===== config.mk =====
export PLATFORM = sky130hd
export DESIGN_NAME = pmod_in
export DESIGN_NICKNAME = d
export VERILOG_FILES = /design/src/rtl/pmod_in.sv
export SDC_FILE = /design/constraint.sdc
export NUM_CORES = 1
export LEC_CHECK = 0
export BUFFER_PORTS_ARGS = -buffer_cell sky130_fd_sc_hd__buf_2
export CORE_AREA = 8 8 91 77
export DETAILED_ROUTE_END_ITERATION = 16
export DIE_AREA = 0 0 99 85
export GPL_TIMING_DRIVEN = 0
export PLACE_DENSITY = 0.81
export SLEW_MARGIN = 40
export SYNTH_ARGS = -nofsm -noshare
export SYNTH_HDL_FRONTEND = slang
export SYNTH_SLANG_ARGS = --single-unit

===== constraint.sdc =====
create_clock -name clk -period 3.7 [get_ports clk]
set_input_delay 0 -clock clk [delete_from_list [all_inputs] [get_ports clk]]
set_output_delay 0 -clock clk [all_outputs]
set_load 0.02 [all_outputs]

===== src/rtl/pmod_in.sv =====
// pmod_in: deserialises a two-channel serial audio stream into left/right words.
// All pins are synchronised into clk. A pair is published only as left followed by right.
module pmod_in #(
  parameter int WIDTH = 16
) (
  input  logic             clk,
  input  logic             rst,
  input  logic             SCLK,
  input  logic             LRCLK,
  input  logic             SDOUT,
  output logic [WIDTH-1:0] left,
  output logic [WIDTH-1:0] right,
  output logic             valid,
  output logic             frame_err
);
  localparam int CW = $clog2(WIDTH + 1);
  typedef enum logic [1:0] {IDLE, SHIFT, HOLD} state_t;
  state_t state_q, state_d;
  logic [2:0] sclk_q, lr_q, sdout_q;
  logic [CW-1:0] cnt_q, cnt_d, cnt_base;
  logic [WIDTH-1:0] shift_q, shift_d, lbuf_q, lbuf_d, left_q, left_d, right_q, right_d, word;
  logic ch_q, ch_d, pend_q, pend_d, valid_q, valid_d, ferr_q, ferr_d;
  logic sclk_rise, lr_edge, shifting, done;
  // [0],[1] synchronise; [2] holds the previous synchronised value
  always_ff @(posedge clk) begin
    if (rst) begin
      sclk_q  <= '0;
      lr_q    <= '0;
      sdout_q <= '0;
    end else begin
      sclk_q  <= {sclk_q[1:0], SCLK};
      lr_q    <= {lr_q[1:0], LRCLK};
      sdout_q <= {sdout_q[1:0], SDOUT};
    end
  end
  assign sclk_rise = sclk_q[1] & ~sclk_q[2];
  assign lr_edge   = lr_q[1] ^ lr_q[2];
  // A channel boundary restarts the word, so a coincident SCLK rise becomes its MSB
  assign cnt_base  = lr_edge ? '0 : cnt_q;
  assign shifting  = sclk_rise & (lr_edge | state_q == SHIFT);
  assign done      = shifting & (cnt_base == CW'(WIDTH - 1));
  assign word      = {shift_q[WIDTH-2:0], sdout_q[2]};
  always_ff @(posedge clk) begin
    if (rst) state_q <= IDLE;
    else     state_q <= state_d;
  end
  always_comb begin
    state_d = done ? HOLD : lr_edge ? SHIFT : state_q;
  end
  always_comb begin
    cnt_d   = shifting ? cnt_base + CW'(1) : cnt_base;
    shift_d = shifting ? word : shift_q;
    ch_d    = lr_edge ? lr_q[1] : ch_q;
    ferr_d  = lr_edge & (state_q == SHIFT);
    valid_d = done & ch_d & pend_q & ~ferr_d;
    pend_d  = done ? ~ch_d : (pend_q & ~ferr_d);
    lbuf_d  = (done & ~ch_d) ? word : lbuf_q;
    left_d  = valid_d ? lbuf_q : left_q;
    right_d = valid_d ? word : right_q;
  end
  always_ff @(posedge clk) begin
    if (rst) begin
      cnt_q   <= '0;
      shift_q <= '0;
      ch_q    <= 1'b0;
      pend_q  <= 1'b0;
      lbuf_q  <= '0;
      left_q  <= '0;
      right_q <= '0;
      valid_q <= 1'b0;
      ferr_q  <= 1'b0;
    end else begin
      cnt_q   <= cnt_d;
      shift_q <= shift_d;
      ch_q    <= ch_d;
      pend_q  <= pend_d;
      lbuf_q  <= lbuf_d;
      left_q  <= left_d;
      right_q <= right_d;
      valid_q <= valid_d;
      ferr_q  <= ferr_d;
    end
  end
  assign left      = left_q;
  assign right     = right_q;
  assign valid     = valid_q;
  assign frame_err = ferr_q;
endmodule


### Word-level counts from Yosys, hierarchy flattened

Cells that the tools add are included.

* register bits after elaboration: 83
* input port bits: 5
* output and inout bits: 34
* word-level logic and storage cells: 39

* $add $sub $neg: 1
* equality and inequality tests: 2
* muxes and demuxes: 6
* bitwise operators: 14
* reduce and logical (&&, ||, !) cells: 2

Operators by type and width (number)
* 5-bit two-way mux: 2
* 1-bit AND: 9
* 5-bit by 1-bit adder with 5-bit output, second input constant: 1
* 5-bit by 4-bit == test with 1-bit output, second input constant: 1
* 2-bit two-way mux: 2
* 1-bit NOT: 3
* 2-bit by 1-bit == test with 1-bit output, second input constant: 1
* 1-bit two-way mux: 2
* 2-bit nonzero test: 1
* 2-bit OR reduction: 1
* 1-bit bitwise OR: 1
* 1-bit XOR: 1

### Longest topological paths before layout

Gate-level depths: netlist of run 1.

* word-level depth: 7
* gate-level depth with buffers: 10
* mapped depth without buffers: 8

### Worst setup path before layout of run 1

OpenSTA, ideal clock, no wires.

* path type: reg-to-reg
* start: register lr_q[2]
* end: register lbuf_q[0]
* library setup time: 0.072 ns
* arrival time: 2.120 ns
* data required time: 3.628 ns
* setup slack: 1.508 ns
* cell stages (with the launch flop): 11
* path buffers: 2
* period minus slack after synthesis: 2.192 ns
* cell sequence: dfxtp_1 xnor2_1 and2_1 ha_1 nand2_1 nor2_1 ha_1 nor3b_2 buf_4 buf_6 mux2i_1

* longest elaborated chain between the ends: 5
* elaborated cells between the ends (all ways): 9
* those cells by class: eq/ne: 1; mux: 2; bitwise: 6

RTL lines
* start, declared: RTL line 19 `logic [2:0] sclk_q, lr_q, sdout_q;`
* start signal, assigned: RTL line 32 `lr_q <= {lr_q[1:0], LRCLK};`
* 1-bit XOR *: RTL line 37 `assign lr_edge = lr_q[1] ^ lr_q[2];`
* 5-bit two-way mux / 1-bit bitwise OR (equally long branches): RTL line 39, 40
* 5-bit by 4-bit == test with 1-bit output / 1-bit AND (equally long branches): RTL line 41, 40
* 1-bit AND: RTL line 41 `assign done = shifting & (cnt_base == CW'(WIDTH - 1));`
* 1-bit AND *: RTL line 57 `lbuf_d = (done & ~ch_d) ? word : lbuf_q;`
* end signal, assigned: RTL line 77 `lbuf_q <= lbuf_d;`
* end, declared: RTL line 21 `logic [WIDTH-1:0] shift_q, shift_d, lbuf_q, lbuf_d, left_q, left_d, right_q, right_d, word;`

Every way passes the cells marked *; elsewhere a longest branch is shown, timed or not.
A chain may end at the register's enable or synchronous reset.

### Final worst setup path of run 1

* start: register lr_q[2]
* end: register lbuf_q[1]

The elaborated chain is that of the path after synthesis.

==> flow_summary.json, run 1 <==
{
  "status": "finished, final reports clean",
  "ys_seq_area_frac": 0.5096,
  "end_kind": "flop",
  "tns_ns": 0,
  "rsz0062_at_grt": "no",
  "worst_path_most_repeated_cell": "ha_1",
  "grt-ovfl-total": 0,
  "routed_wl_mm": 6.214,
  "finalSetupViolCount": 0,
  "mostFrequentLayoutCell": "dfxtp_1",
  "critPathMaxFanout": 10,
  "cts.sinks": 83,
  "synth_top_cell_area_share": 0.5096,
  "drc": 0,
  "n_fill_cell": 436,
  "placed_area_sq_mm": 0.003530,
  "seqCellArea_sq_mm": 0.001662,
  "cp.required_ns": 3.99,
  "post-dp-hpwl_mm": 4.433,
  "rows": 25,
  "skew_ns": 0.005268,
  "timing.final.ws_setup_ns": 1.090,
  "dp_slack_ns": 1.110,
  "root_buffer": "clkbuf_8",
  "grt_max_degree": 14,
  "cts_buffers": 9,
  "dieArea_sq_mm": 0.008415,
  "synth_area_leaders": "dfxtp_1, mux2i_1, nand2b_1",
  "first_pass_iters": 4,
  "layout.cells.non_filler": 438,
  "cts_tree": "yes",
  "cpMaxStageDelayCell": "xnor2_1",
  "antenna_found_initial": 0,
  "ant_nets": 0,
  "vias_per_cell": 5.171,
  "postSynthAreaPerCell_sq_um": 10.32,
  "grt_first_pass_wirelength_mm": 10.51,
  "syn_to_final_growth_pct": 15.77,
  "slowest_delay_ns": 0.46,
  "multi_input_comb_area_sq_mm": 0.001468,
  "syn_area_sq_mm": 0.003261,
  "path_depth": 10,
  "maxSlewViolCount": 0,
  "hold_violations": 0,
  "fin_util": 0.6742,
  "design_area_sq_mm": 0.003775,
  "fp.dieW_microns": 99,
  "drt_iter0_markers": 116,
  "antenna_cells": 0,
  "worst_slew_pin_slew_ns": 0.5220,
  "start_util": 0.5823,
  "rr_worst_depth": 10,
  "cts_buffer_depth": 2,
  "ios": 39,
  "max-slew-margin-rel": 0.6513,
  "syn_nets": 323,
  "fmax_ghz": 0.3831,
  "cp.arrival_ns": 2.90,
  "mostFrequentLayoutCells": "dfxtp_1, nand2b_1, mux2i_1",
  "die_y_microns": 85,
  "ir_drop_v": 0.0002598,
  "fin_crit_sh": 0.7054,
  "path_cells": "xnor2_1 -> and2_1 -> ha_1 -> nand2_1 -> nor2_1 -> ha_1 -> nor3b_2 -> buf_4 -> buf_6 -> mux2i_1",
  "final_nets": 374,
  "path_class": "reg -> reg",
  "grt_pass1_vias": 2177,
  "core_area_sq_mm": 0.005599,
  "clk_pin_slew_ns": 0.08,
  "placed_cells": 420,
  "critPathLaunchType": "flop",
  "min_path_type": "in -> reg",
  "holdPathStages": 3,
  "vias": 2265,
  "power.density_mw_per_mm2": 441.5,
  "maxCapViolations": 0,
  "period_needed_ns": 2.610,
  "synth-seq-cells": 83,
  "h-tree-depth": 3,
  "synth_cells": 316,
  "path_buf_inv": 2,
  "layout-drive-gt1-share": 0.1833,
  "routabilityCongestion": 0.7823,
  "wl_per_cell_microns": 14.19,
  "grt_usage": 0.1561,
  "io_buffers": 37,
  "p_leak_nw": 1.526,
  "synth_area_leader_cell": "dfxtp_1",
  "cp_top_family": "simple AND/OR/NAND/NOR gates",
  "yosysWarningCount": 0,
  "synth_cell_type_count": 34,
  "insertion_delay_ns": 0.35
}
[where the power goes]
part	internal, mW	switching [mW]
Sequential	0.898	0.00335
Combinational	0.0239	0.0298
Clock	0.392	0.319
[flip-flops by register name, summed over array words and instances (netlist names)]
signal and cells:
ch_q 1, cnt_q 5, frame_err 1, lbuf_q 16, left 16, lr_q 3, pend_q 1, right 16
sclk_q 3, sdout_q 3, shift_q 15, state_q 2, valid 1
[tightest hold or removal path, stage by stage]
cell and delay, ns:
clkbuf_1 0.17, nand2b_1 0.22, mux2i_1 0.13
[metrics by stage]
stage	hold WS, ns	total power [mW]
after detailed placement	0.2117	0.9742
after CTS	0.1888	1.676
after floorplan	0.1282	0.9606
final	0.2060	1.666
after global placement	0.2166	0.9733
after global routing	0.2262	1.721
[layout make-up]
type	instances	area share
flip-flops and latches	83	0.4402
inverters	1	0.0009944
repair buffers	40	0.05701
clock inverters	5	0.02055
well taps	67	0.02221
clock buffers	10	0.03646
multi-input cells	212	0.3888
plain buffers	20	0.03381
[cell families (layout without fill, tap and decap cells)]
logic type / count (synthesis) / after routing / synth area share
AOI/OAI and AO/OA: 27 / 27 / 0.05564
and+or+nand+nor: 130 / 130 / 0.2195
DFF: 83 / 83 / 0.5096
buffers and inverters: 21 / 76 / 0.04029
xor gates and xnor gates: 4 / 4 / 0.01650
adders and majority gates: 2 / 2 / 0.007673
muxes: 49 / 49 / 0.1508
[final timing paths]
kind              startpoint   endpoint  slack [ns]
setup / recovery     lr_q[2]  lbuf_q[1]        1.09
hold / removal           rst   right[8]        0.21
setup reg to reg     lr_q[2]  lbuf_q[1]        1.09
hold reg to reg      lr_q[0]    lr_q[1]        0.44
[layer usage]
metal | vias up | GRT usage | wire [microns]
met4 | 0 | 0.05424 | 93
met1 | 1075 | 0.1875 | 2926
met5 | - | 0 | 0
li1 | 1143 | - | -
met3 | 9 | 0.05969 | 320
met2 | 38 | 0.2488 | 2873
[cells in the mapped netlist (all sizes together)]
master,number
nand2,37
and4,1
a21oi,17
inv,1
o211ai,1
or2b,1
nor2b,12
o2bb2ai,1
a211oi,1
nand2b,64
clkbuf,12
dfxtp,83
a221oi,1
nor3b,1
o21ba,2
mux2i,48
a22oi,1
ha,2
xor2,2
nand4,1
and3,2
and2,2
xnor2,2
o21ai,2
nor2,8
nor3,1
o21a,1
mux2,1
buf,8
[what timing repair did]
action,in CTS,in global routing
gates resized for setup,0,0
endpoints found under the hold margin,3,0
buffers inserted,0,0
setup endpoints to repair,0,0
hold buffers,3,0
(Power assumes the default switching activity.)
==> run 2, diff against run 1 <==
CORE_AREA = 8 8 99 83   (was 8 8 91 77)
DIE_AREA = 0 0 107 91   (was 0 0 99 85)
PLACE_DENSITY = 0.73   (was 0.81)
clock period = 2.4 ns   (was 3.7 ns; I/O delays follow)
==> run 2 against run 1 <==
Final cell count rose by 5.5%. Worst hold slack got worse by 0.011 ns. Utilization fell by 9.5 points. Critical path type unchanged. Sequential share of layout area fell by 0.69 points. Clock skew rose by 0.0054 ns. Wire length barely moved. Critical path depth did not move. Flip-flop and latch count did not move. Non-clock buffer count rose by 3. Maximum frequency rose by 16%. Highest routed layer unchanged. Count of clock-buffer cells in the layout did not move.
==> flow_summary.json, run 2 (synthesis gave the netlist of run 1 again) <==
{
  "path_cells": "xnor2_4 -> and2_1 -> ha_1 -> nand2_1 -> nor2_1 -> ha_2 -> nor3b_2 -> buf_6 -> buf_6 -> mux2i_1",
  "final_nets": 377,
  "die_y_microns": 91,
  "cp.arrival_ns": 2.53,
  "dieArea_sq_mm": 0.009737,
  "power.density_mw_per_mm2": 650.9,
  "finalSetupViolCount": 0,
  "syn_to_final_growth_pct": 18.15,
  "routed_wl_mm": 6.217,
  "mostFrequentLayoutCells": "dfxtp_1, nand2b_1, mux2i_1",
  "end_kind": "flop",
  "ir_drop_v": 0.0003855,
  "vias": 2236,
  "first_pass_iters": 4,
  "use_met1": 0.1659,
  "period_needed_ns": 2.249,
  "grt_pass1_vias": 2138,
  "min_path_type": "in -> reg",
  "root_buffer": "clkbuf_8",
  "worst_path_most_repeated_cell": "buf_6",
  "holdPathStages": 3,
  "antenna_cells": 0,
  "min_from": "rst",
  "cts.sinks": 83,
  "rrSetupSlack_ns": 0.15,
  "ios": 39,
  "grt-ovfl-total": 0,
  "clk_pin_slew_ns": 0.09,
  "fin_crit_sh": 0.9372,
  "status": "finished, final reports clean",
  "rr_worst_depth": 10,
  "fp.dieW_microns": 107,
  "r2r_end": "lbuf_q[2]",
  "worst_slew_pin_slew_ns": 0.5939,
  "grtUsageMet2": 0.2006,
  "layout.cells.non_filler": 462,
  "critPathLaunchType": "flop",
  "hold_end": "right[8]",
  "cts_buffers": 9,
  "vias_per_cell": 4.840,
  "path_buf_inv": 2,
  "grt_max_degree": 16,
  "cpMaxStageDelayCell": "dfxtp_4",
  "antenna_found_initial": 0,
  "grt_first_pass_wirelength_mm": 10.27,
  "layout-drive-gt1-share": 0.2053,
  "placed_cells": 440,
  "mostFrequentLayoutCell": "dfxtp_1",
  "max-slew-margin-rel": 0.6033,
  "io_buffers": 37,
  "path_class": "reg -> reg",
  "r2r-start": "lr_q[2]",
  "wl_per_cell_microns": 13.46,
  "tns_ns": 0,
  "slowest_delay_ns": 0.39,
  "core_area_sq_mm": 0.006655,
  "insertion_delay_ns": 0.36,
  "grtUsageMet3": 0.04661,
  "maxSlewViolCount": 0,
  "busiest_layer": "met2",
  "cts_tree": "yes",
  "routabilityCongestion": 0.7776,
  "hold_violations": 0,
  "drc": 0,
  "rows": 27,
  "h-tree-depth": 3,
  "cp.required_ns": 2.68,
  "start_util": 0.4899,
  "cp_top_family": "simple AND/OR/NAND/NOR gates",
  "drt_iter0_markers": 97,
  "post-dp-hpwl_mm": 4.359,
  "skew_ns": 0.01068,
  "critPathMaxFanout": 10,
  "maxCapViolations": 0,
  "cts_buffer_depth": 2,
  "grt_usage": 0.1317,
  "ant_nets": 0,
  "p_leak_nw": 1.541,
  "fmax_ghz": 0.4446
}
-- run 2: cell count changes in the layout (fill, tap and decap cells not counted), moves of 2 or more --
cell / change
clkinv_4: +3
buf_4: +2
clkinv_2: -2
dfxtp_1: -2
dfxtp_4: +2
-- run 2: per-layer routing --
layer,share of wire,vias up
li1,-,1144
met1,0.50,1042
met2,0.44,42
met3,0.049,8
met4,0.013,0
met5,0,-
-- run 2: how the worst max path moves through the flow --
| stage | startpoint | end | slack, ns | cells after the start |
|---|---|---|---|---|
| after CTS | lr_q[1] | lbuf_q[2] | 0.02 | 10 |
| after global placement | lr_q[2] | lbuf_q[14] | -0.18 | 10 |
| after global routing | lr_q[2] | lbuf_q[1] | -0.005 | 10 |
| after floorplan | lr_q[2] | lbuf_q[0] | 0.21 | 10 |
| after detailed placement | lr_q[1] | lbuf_q[14] | -0.26 | 10 |
| final | lr_q[2] | lbuf_q[2] | 0.15 | 10 |
-- run 2: metrics by stage --
stage / utilization / hold WS, ns / power [mW] / area, sq um / worst slack, ns
after global routing: 0.5789 / 0.2343 / 2.605 / 3852 / -0.004937
after floorplan: - / 0.1282 / 1.481 / 3261 / 0.2083
after global placement: 0.5341 / 0.2119 / 1.501 / 3555 / -0.1832
after CTS: 0.5742 / 0.1782 / 2.538 / 3821 / 0.02209
after detailed placement: 0.5341 / 0.2182 / 1.504 / 3555 / -0.2574
final: 0.5789 / 0.1950 / 2.508 / 3852 / 0.1508
-- run 2: worst min-delay path, delay by kind of cell --
family / cells / cell delay (ns)
AND/OR/NAND/NOR: 1 / 0.21
buffers and inverters: 1 / 0.18
multiplexers: 1 / 0.12
-- run 2: final cells by class --
cell class	instances	area, sq um
buffer	20	131.4
clock buffer	10	137.6
clock inverter	6	72.57
fill	607	2803
inverter	1	3.754
multi-input combinational	212	1491
sequential	83	1669
tap	87	108.9
timing repair buffer	43	237.7
-- run 2: repair_timing --
item	CTS	global route
hold endpoints to repair	3	0
pin swaps	1	2
buffers inserted	0	3
setup endpoints to repair	38	11
hold buffers	3	0
resized for setup	6	3
-- run 2: report_power, final --
group,switching [mW],internal (mW)
combinational,0.0484,0.0414
clock,0.510,0.518
sequential,0.00655,1.38
